### src/rtl/lif_neuron_multichan.sv
// Multi-channel leaky integrate-and-fire neuron with a time-multiplexed MAC, rest-seeking leak and refractory period.
// Optional adaptive threshold: define ADAPTIVE_THRESH_EN.
module lif_neuron_multichan #(
  parameter int unsigned N_CH      = 4,
  parameter int unsigned IN_BITS   = 6,
  parameter int unsigned W_BITS    = 4,
  parameter int unsigned V_BITS    = 10,
  parameter int unsigned REFR_BITS = 4
) (
  input  logic                      clk,
  input  logic                      reset,
  input  logic                      enable,
  input  logic                      params_ready,
  input  logic                      input_enable,
  input  logic [N_CH*IN_BITS-1:0]   chan_in,
  input  logic [N_CH*W_BITS-1:0]    weights,
  input  logic [V_BITS-1:0]         leak_rate,
  input  logic [3:0]                leak_cycles,
  input  logic [V_BITS-1:0]         threshold,
  input  logic [REFR_BITS-1:0]      refr_period,
  output logic                      spike_out,
  output logic [V_BITS-1:0]         v_mem_out,
  output logic                      busy,
  output logic                      overrun
);
  localparam int unsigned CH_W   = (N_CH > 1) ? $clog2(N_CH) : 1;
  localparam int unsigned PROD_W = IN_BITS + W_BITS + 1;
  localparam int unsigned ACC_W  = V_BITS + IN_BITS + W_BITS + $clog2(N_CH) + 1;
  localparam logic signed [ACC_W-1:0] V_MAX_S = ACC_W'(2**V_BITS - 1);

  typedef enum logic [1:0] {IDLE, ACCUM, UPDATE, REFRAC} state_t;

  state_t                   state, state_nxt;
  logic [N_CH*IN_BITS-1:0]  chan_q;
  logic [N_CH*W_BITS-1:0]   w_q;
  logic signed [ACC_W-1:0]  acc, acc_nxt;
  logic [CH_W-1:0]          ch_idx, ch_idx_nxt;
  logic [3:0]               leak_cnt, leak_cnt_nxt;
  logic [REFR_BITS-1:0]     refr_cnt, refr_cnt_nxt;
  logic [V_BITS-1:0]        v_mem, v_mem_nxt;
  logic                     spike_nxt, overrun_nxt, latch_c;

  logic [IN_BITS-1:0]       chan_arr [N_CH];
  logic signed [W_BITS-1:0] w_arr    [N_CH];
  logic signed [PROD_W-1:0] chan_ext, w_ext, prod;
  logic signed [ACC_W-1:0]  rest_s, leak_s, leaked;
  logic [V_BITS-1:0]        clamped, thr_eff;
  logic                     do_leak_c, fire_c;

`ifdef ADAPTIVE_THRESH_EN
  logic [V_BITS-1:0] thr_off, thr_off_nxt;
  logic [V_BITS:0]   thr_sum, inc_sum;
`endif

  // Channel/weight unpack and the single shared multiplier
  always_comb begin
    for (int i = 0; i < int'(N_CH); i++) begin
      chan_arr[i] = chan_q[i*IN_BITS +: IN_BITS];
      w_arr[i]    = w_q[i*W_BITS +: W_BITS];
    end
    chan_ext = PROD_W'({1'b0, chan_arr[ch_idx]});
    w_ext    = PROD_W'(w_arr[ch_idx]);
    prod     = chan_ext * w_ext;
  end

  // Effective threshold
`ifdef ADAPTIVE_THRESH_EN
  always_comb begin
    thr_sum = {1'b0, threshold} + {1'b0, thr_off};
    inc_sum = {1'b0, thr_off} + {1'b0, threshold >> 3};
    thr_eff = thr_sum[V_BITS] ? '1 : thr_sum[V_BITS-1:0];
  end
`else
  assign thr_eff = threshold;
`endif

  // Leak toward rest without overshoot, then clamp to the membrane range
  always_comb begin
    rest_s    = ACC_W'(threshold >> 1);
    leak_s    = ACC_W'(leak_rate);
    do_leak_c = (leak_cnt == leak_cycles);
    leaked    = acc;
    if (do_leak_c) begin
      if (acc < rest_s) begin
        leaked = acc + leak_s;
        if (leaked > rest_s) leaked = rest_s;
      end else if (acc > rest_s) begin
        leaked = acc - leak_s;
        if (leaked < rest_s) leaked = rest_s;
      end
    end
    if (leaked[ACC_W-1])        clamped = '0;
    else if (leaked > V_MAX_S)  clamped = '1;
    else                        clamped = V_BITS'(leaked);
    fire_c = (clamped >= thr_eff);
  end

  always_comb begin
    state_nxt    = state;
    acc_nxt      = acc;
    ch_idx_nxt   = ch_idx;
    leak_cnt_nxt = leak_cnt;
    refr_cnt_nxt = refr_cnt;
    v_mem_nxt    = v_mem;
    spike_nxt    = 1'b0;
    overrun_nxt  = overrun;
    latch_c      = 1'b0;
`ifdef ADAPTIVE_THRESH_EN
    thr_off_nxt  = thr_off;
`endif
    if (enable) begin
      case (state)
        IDLE: begin
          if (input_enable && params_ready) begin
            latch_c    = 1'b1;
            acc_nxt    = ACC_W'(v_mem);
            ch_idx_nxt = '0;
            state_nxt  = ACCUM;
          end
        end
        ACCUM: begin
          acc_nxt = acc + ACC_W'(prod);
          if (input_enable) overrun_nxt = 1'b1;
          if (ch_idx == CH_W'(N_CH - 1)) state_nxt = UPDATE;
          else                           ch_idx_nxt = ch_idx + CH_W'(1);
        end
        UPDATE: begin
          if (input_enable) overrun_nxt = 1'b1;
          leak_cnt_nxt = do_leak_c ? 4'd0 : leak_cnt + 4'd1;
          if (fire_c) begin
            spike_nxt = 1'b1;
            v_mem_nxt = '0;
            if (refr_period != '0) begin
              refr_cnt_nxt = refr_period;
              state_nxt    = REFRAC;
            end else begin
              state_nxt    = IDLE;
            end
`ifdef ADAPTIVE_THRESH_EN
            thr_off_nxt = inc_sum[V_BITS] ? '1 : inc_sum[V_BITS-1:0];
`endif
          end else begin
            v_mem_nxt = clamped;
            state_nxt = IDLE;
`ifdef ADAPTIVE_THRESH_EN
            if (thr_off != '0) thr_off_nxt = thr_off - V_BITS'(1);
`endif
          end
        end
        REFRAC: begin
          refr_cnt_nxt = refr_cnt - REFR_BITS'(1);
          if (refr_cnt <= REFR_BITS'(1)) state_nxt = IDLE;
        end
        default: state_nxt = IDLE;
      endcase
    end
  end

  always_ff @(posedge clk or posedge reset) begin
    if (reset) state <= IDLE;
    else       state <= state_nxt;
  end

  always_ff @(posedge clk or posedge reset) begin
    if (reset) begin
      chan_q    <= '0;
      w_q       <= '0;
      acc       <= '0;
      ch_idx    <= '0;
      leak_cnt  <= '0;
      refr_cnt  <= '0;
      v_mem     <= '0;
      spike_out <= 1'b0;
      overrun   <= 1'b0;
      busy      <= 1'b0;
    end else begin
      if (latch_c) begin
        chan_q <= chan_in;
        w_q    <= weights;
      end
      acc       <= acc_nxt;
      ch_idx    <= ch_idx_nxt;
      leak_cnt  <= leak_cnt_nxt;
      refr_cnt  <= refr_cnt_nxt;
      v_mem     <= v_mem_nxt;
      spike_out <= spike_nxt;
      overrun   <= overrun_nxt;
      busy      <= (state_nxt != IDLE);
    end
  end

`ifdef ADAPTIVE_THRESH_EN
  always_ff @(posedge clk or posedge reset) begin
    if (reset) thr_off <= '0;
    else       thr_off <= thr_off_nxt;
  end
`endif

  assign v_mem_out = v_mem;

endmodule
### config.mk
export PLATFORM = sky130hd
export DESIGN_NAME = lif_neuron_multichan
export DESIGN_NICKNAME = d
export VERILOG_FILES = /design/src/rtl/lif_neuron_multichan.sv
export SDC_FILE = /design/constraint.sdc
export NUM_CORES = 1
export LEC_CHECK = 0
export CELL_PAD_IN_SITES_DETAIL_PLACEMENT = 1
export CELL_PAD_IN_SITES_GLOBAL_PLACEMENT = 1
export CORE_ASPECT_RATIO = 1.25
export CORE_MARGIN = 2
export CORE_UTILIZATION = 29
export CTS_BUF_LIST = sky130_fd_sc_hd__clkbuf_4
export DETAILED_ROUTE_END_ITERATION = 10
export GPL_ROUTABILITY_DRIVEN = 1
export PLACE_DENSITY = 0.61
export SLEW_MARGIN = 20
export SYNTH_ARGS = -nofsm -noshare
export SYNTH_HDL_FRONTEND = slang
export SYNTH_SLANG_ARGS = --single-unit
### constraint.sdc
create_clock -name clk -period 13.64 [get_ports clk]
set_clock_uncertainty 0.05 [all_clocks]
set_input_delay 2.046 -clock clk [delete_from_list [all_inputs] [get_ports clk]]
set_output_delay 2.046 -clock clk [all_outputs]
set_load 0.01 [all_outputs]
==> results summary <==
The run finished with clean final reports. The total global-route track usage is 0.1737. The largest net degree at the start of global routing came out at roughly 50. The final HPWL from detailed placement came out at between 20 and 25 mm. The area of the core came out at roughly 31000 um2. The number of max-slew violations in the final report came to 0. The fraction of power spent switching nets came out at 0.5165. The clock net sink count is 88. The share of total power dissipated in the clock network is 0.059.

The synthesis warning total came out at 0. The fraction of synthesis flops using an asynchronous set or reset pin is 1.000. The post-synth design cell area came out at between 9000 and 10000 um2.

The final-stage net count came out at 1355. In the final routed layout, each cell accounts on average for between 15 and 20 um. The count of cells resized by post-cts repair is 0. VDD sags by at most 89.67 uV. The relative slew slack came out at 0.3843. For the worst setup path, the data arrival time is just under 10 ns. The final setup violation count came out at 0. The type of the most critical hold path is reg -> reg. Setup repair after global routing left no endpoint under its margin.

The most used flip-flop cell after synthesis is sky130_fd_sc_hd__dfrtp_1. The net count after synthesis is 1294. The kind of cell adding the most delay to the critical path is compound AO/OA/AOI/OAI gates. The clock root buffer is sky130_fd_sc_hd__clkbuf_4. The cell count after placement came out at between 1500 and 2000.

The clock network latency to the later pin of the worst-skew pair came out at just under 0.5 ns. The final non-filler cell total is about 1600. The standby leakage power came out at about 4.8 nW.

The vias after detailed routing came out at slightly above 8000. The DRC violations left came out at 0. TritonCTS built the clock tree.

The post-synthesis average cell area is between 8 and 9 um2. For this design, the slowest cell found on the critical path is sky130_fd_sc_hd__o31ai_1. The capturing element type of the critical path is a flop. The register share of total power is 0.200. The layout-stage area growth over the synthesis result came out at 14.77%. In this run the worst path has a maximum fanout of 10. The CTS buffer count came out at 9. The detailed router finished its first iteration with about 350 violations. The fraction of the yosys area taken by sequential cells is 0.2435. The max-cap check violation count came out at 0. The kind of start point of the critical path is a primary input. Port buffering added 85 buffers. Static timing analysis puts the maximum clock frequency at 106.4 MHz. In the synthesized netlist, the number of instances is ~1100. The post-synthesis cell type count is 84. The leading cell type in the layout, fill and taps excluded is sky130_fd_sc_hd__nand2_1. The remaining global-route overflow came out at 0. The count of nets left with antenna violations once routing finished came out at 0. The number of flip-flops and latches in the synthesized netlist is 88. The number of buffers inserted by post-CTS setup repair is 0.

In the final layout, the share of cells above drive strength 1 is 0.06114. The internal portion of the total power is between 1 and 1.5 mW. The floorplan row count is between 70 and 80. The reported net switching power is around 1.4 mW. The via count of the first global-routing pass is ~8600. After clock tree synthesis, the clock-pin slew on the worst setup and hold paths is about 0.14 ns. The area enclosed by the die boundary came out at ~33000 um2. The critical path is of the in -> reg type.

The sum of negative setup slack came out at 0 ns. The required time of the worst setup path came out at around 14 ns. The number of antenna violations at the first check in global routing was 1.

In the layout the commonest cells are 200 x sky130_fd_sc_hd__nand2_1, 123 x sky130_fd_sc_hd__ha_1, 88 x sky130_fd_sc_hd__dfrtp_1. Dividing the detail-routed via count by the number of cells gives 5.232. The length of the first detailed-routing pass in iterations is 4.

The number of buffer and inverter instances along the worst setup path is 2. The final weighted congestion in routability-driven placement is 0.8469. The final count of hold timing violations came to 0. Dividing the final minimum period by the clock period gives 0.6893. The clock passes through at most 2 buffers. The initial utilization of the core area, before any placement, comes to 0.2936.

The post-route minimum period is between 9 and 10 ns. The die is ~160 um wide. The number of enable-type register cells in the synthesized netlist is 0. The measured slew at the worst slew-check pin came out at slightly above 0.9 ns.

The die outline height came out at 201.5 um. The part of the power in combinational logic came out at 0.741. The maximum level of the CTS H-tree came out at 3.

Power spread over the standard cell area amounts to about 260 nW/um2. After clock tree synthesis, the flow added hold-fix buffers numbering 0. The global-route wire length before repair is between 40 and 50 mm. For this run, the slowest stage of the critical path takes between 0.5 and 0.6 ns.

The filler cell count came out at 3730. For this design the top-level I/O count stands at 86. The core utilization of the finished layout is 0.3369. The routed design has roughly 28 mm of wire.
[per-layer routing]
layer | vias up | global-route usage | routed length (um)
li1 | 3946 | - | -
met1 | 4000 | 0.2125 | 12380
met2 | 135 | 0.3155 | 13900
met3 | 44 | 0.02144 | 711
met4 | 0 | 0.05310 | 717
met5 | - | 0 | 0
[tightest hold or removal path: stages (launching register included)]
cell                      delay, ns
sky130_fd_sc_hd__dfrtp_1       0.36
sky130_fd_sc_hd__nand2_1       0.05
sky130_fd_sc_hd__nand2_1       0.05
[cells by family after synthesis]
| family | Yosys count | synth area share |
|---|---|---|
| compound gates | 250 | 0.1880 |
| xor+xnor | 40 | 0.03873 |
| fa+ha+maj | 142 | 0.2122 |
| buf+inv | 112 | 0.05575 |
| flops | 88 | 0.2435 |
| mux | 24 | 0.04067 |
| simple gates | 423 | 0.2212 |
[final timing paths]
| check | startpoint | end | slack [ns] | cells past startpoint |
|---|---|---|---|---|
| setup / recovery | leak_rate[2] | v_mem_out[7] | 4.24 | 32 |
| setup reg to reg | acc[2] | v_mem_out[7] | 5.72 | 30 |
| max in group asynchronous | reset | acc[11] | 10.50 | 3 |
| hold / removal | chan_q[17] | chan_q[17] | 0.44 | 2 |
| hold reg to reg | chan_q[17] | chan_q[17] | 0.44 | 2 |
| min in group asynchronous | reset | acc[1] | 1.90 | 2 |
[flip-flops by register name (all words and copies together), names as in the netlist]
name / cells
v_mem_out: 10
acc: 23
busy: 1
ch_idx: 2
overrun: 1
spike_out: 1
chan_q: 24
refr_cnt: 4
w_q: 16
state: 2
leak_cnt: 4
[power groups by stage]
stage / sequential [mW] / clock (mW) / combinational, mW
final: 0.544 / 0.159 / 2.02
after global placement: 0.549 / 0 / 1.96
after detailed placement: 0.553 / 0 / 2.03
after floorplan: 0.464 / 0 / 1.58
after CTS: 0.547 / 0.167 / 2.05
after global routing: 0.567 / 0.177 / 2.31
[synthesized netlist by cell type (all sizes together), types with 3 or more instances]
master | instances | area [um2]
o21a | 15 | 112.6
dfrtp | 88 | 2202
a21o | 19 | 146.4
nor3 | 20 | 100.1
nor2b | 15 | 93.84
o41a | 3 | 36.28
a21boi | 5 | 37.54
xor2 | 19 | 166.4
a2111oi | 3 | 26.28
buf | 16 | 108.9
nand3 | 26 | 130.1
or2 | 8 | 50.05
or4 | 8 | 63.81
clkbuf | 26 | 127.6
nand4 | 8 | 50.05
a211oi | 14 | 110.1
nand2 | 200 | 750.7
o41ai | 3 | 26.28
o211ai | 8 | 60.06
o31ai | 17 | 132.6
fa | 19 | 380.4
ha | 123 | 1539
and2 | 15 | 95.10
o21ai | 62 | 317.8
o211a | 5 | 50.05
or3 | 11 | 70.07
mux2i | 12 | 120.1
nand2b | 18 | 112.6
o31a | 5 | 43.79
a31oi | 9 | 56.30
a21oi | 50 | 254.0
nor2 | 70 | 262.8
inv | 69 | 259.0
xnor2 | 21 | 183.9
o22a | 3 | 26.28
nor4 | 14 | 115.1
mux4 | 10 | 225.2
[stage by stage]
stage          power [mW]  hold slack (ns)  area (um2)  worst slack, ns
5_1_grt             3.057           0.4728       10380            3.666
2_1_floorplan       2.047           0.3903        9045            5.542
6_report            2.719           0.4376       10380            4.238
3_5_place_dp        2.580           0.4095       10230            3.806
4_1_cts             2.760           0.4465       10380            4.292
3_3_place_gp        2.513           0.4027       10230            4.024
[area by class of cell]
| cell class | instances | area [um2] | share of cell area |
|---|---|---|---|
| inverters | 69 | 260.3 | 0.02507 |
| flip-flops and latches | 88 | 2202 | 0.2121 |
| diodes | 1 | 2.502 | 0.0002411 |
| multi-input cells | 879 | 6352 | 0.6119 |
| clock buffers | 9 | 67.56 | 0.006508 |
| clock inverters | 7 | 76.32 | 0.007352 |
| repair buffers | 93 | 910.9 | 0.08774 |
| well taps | 407 | 509.2 | 0.04905 |
(Power assumes the default switching activity.)
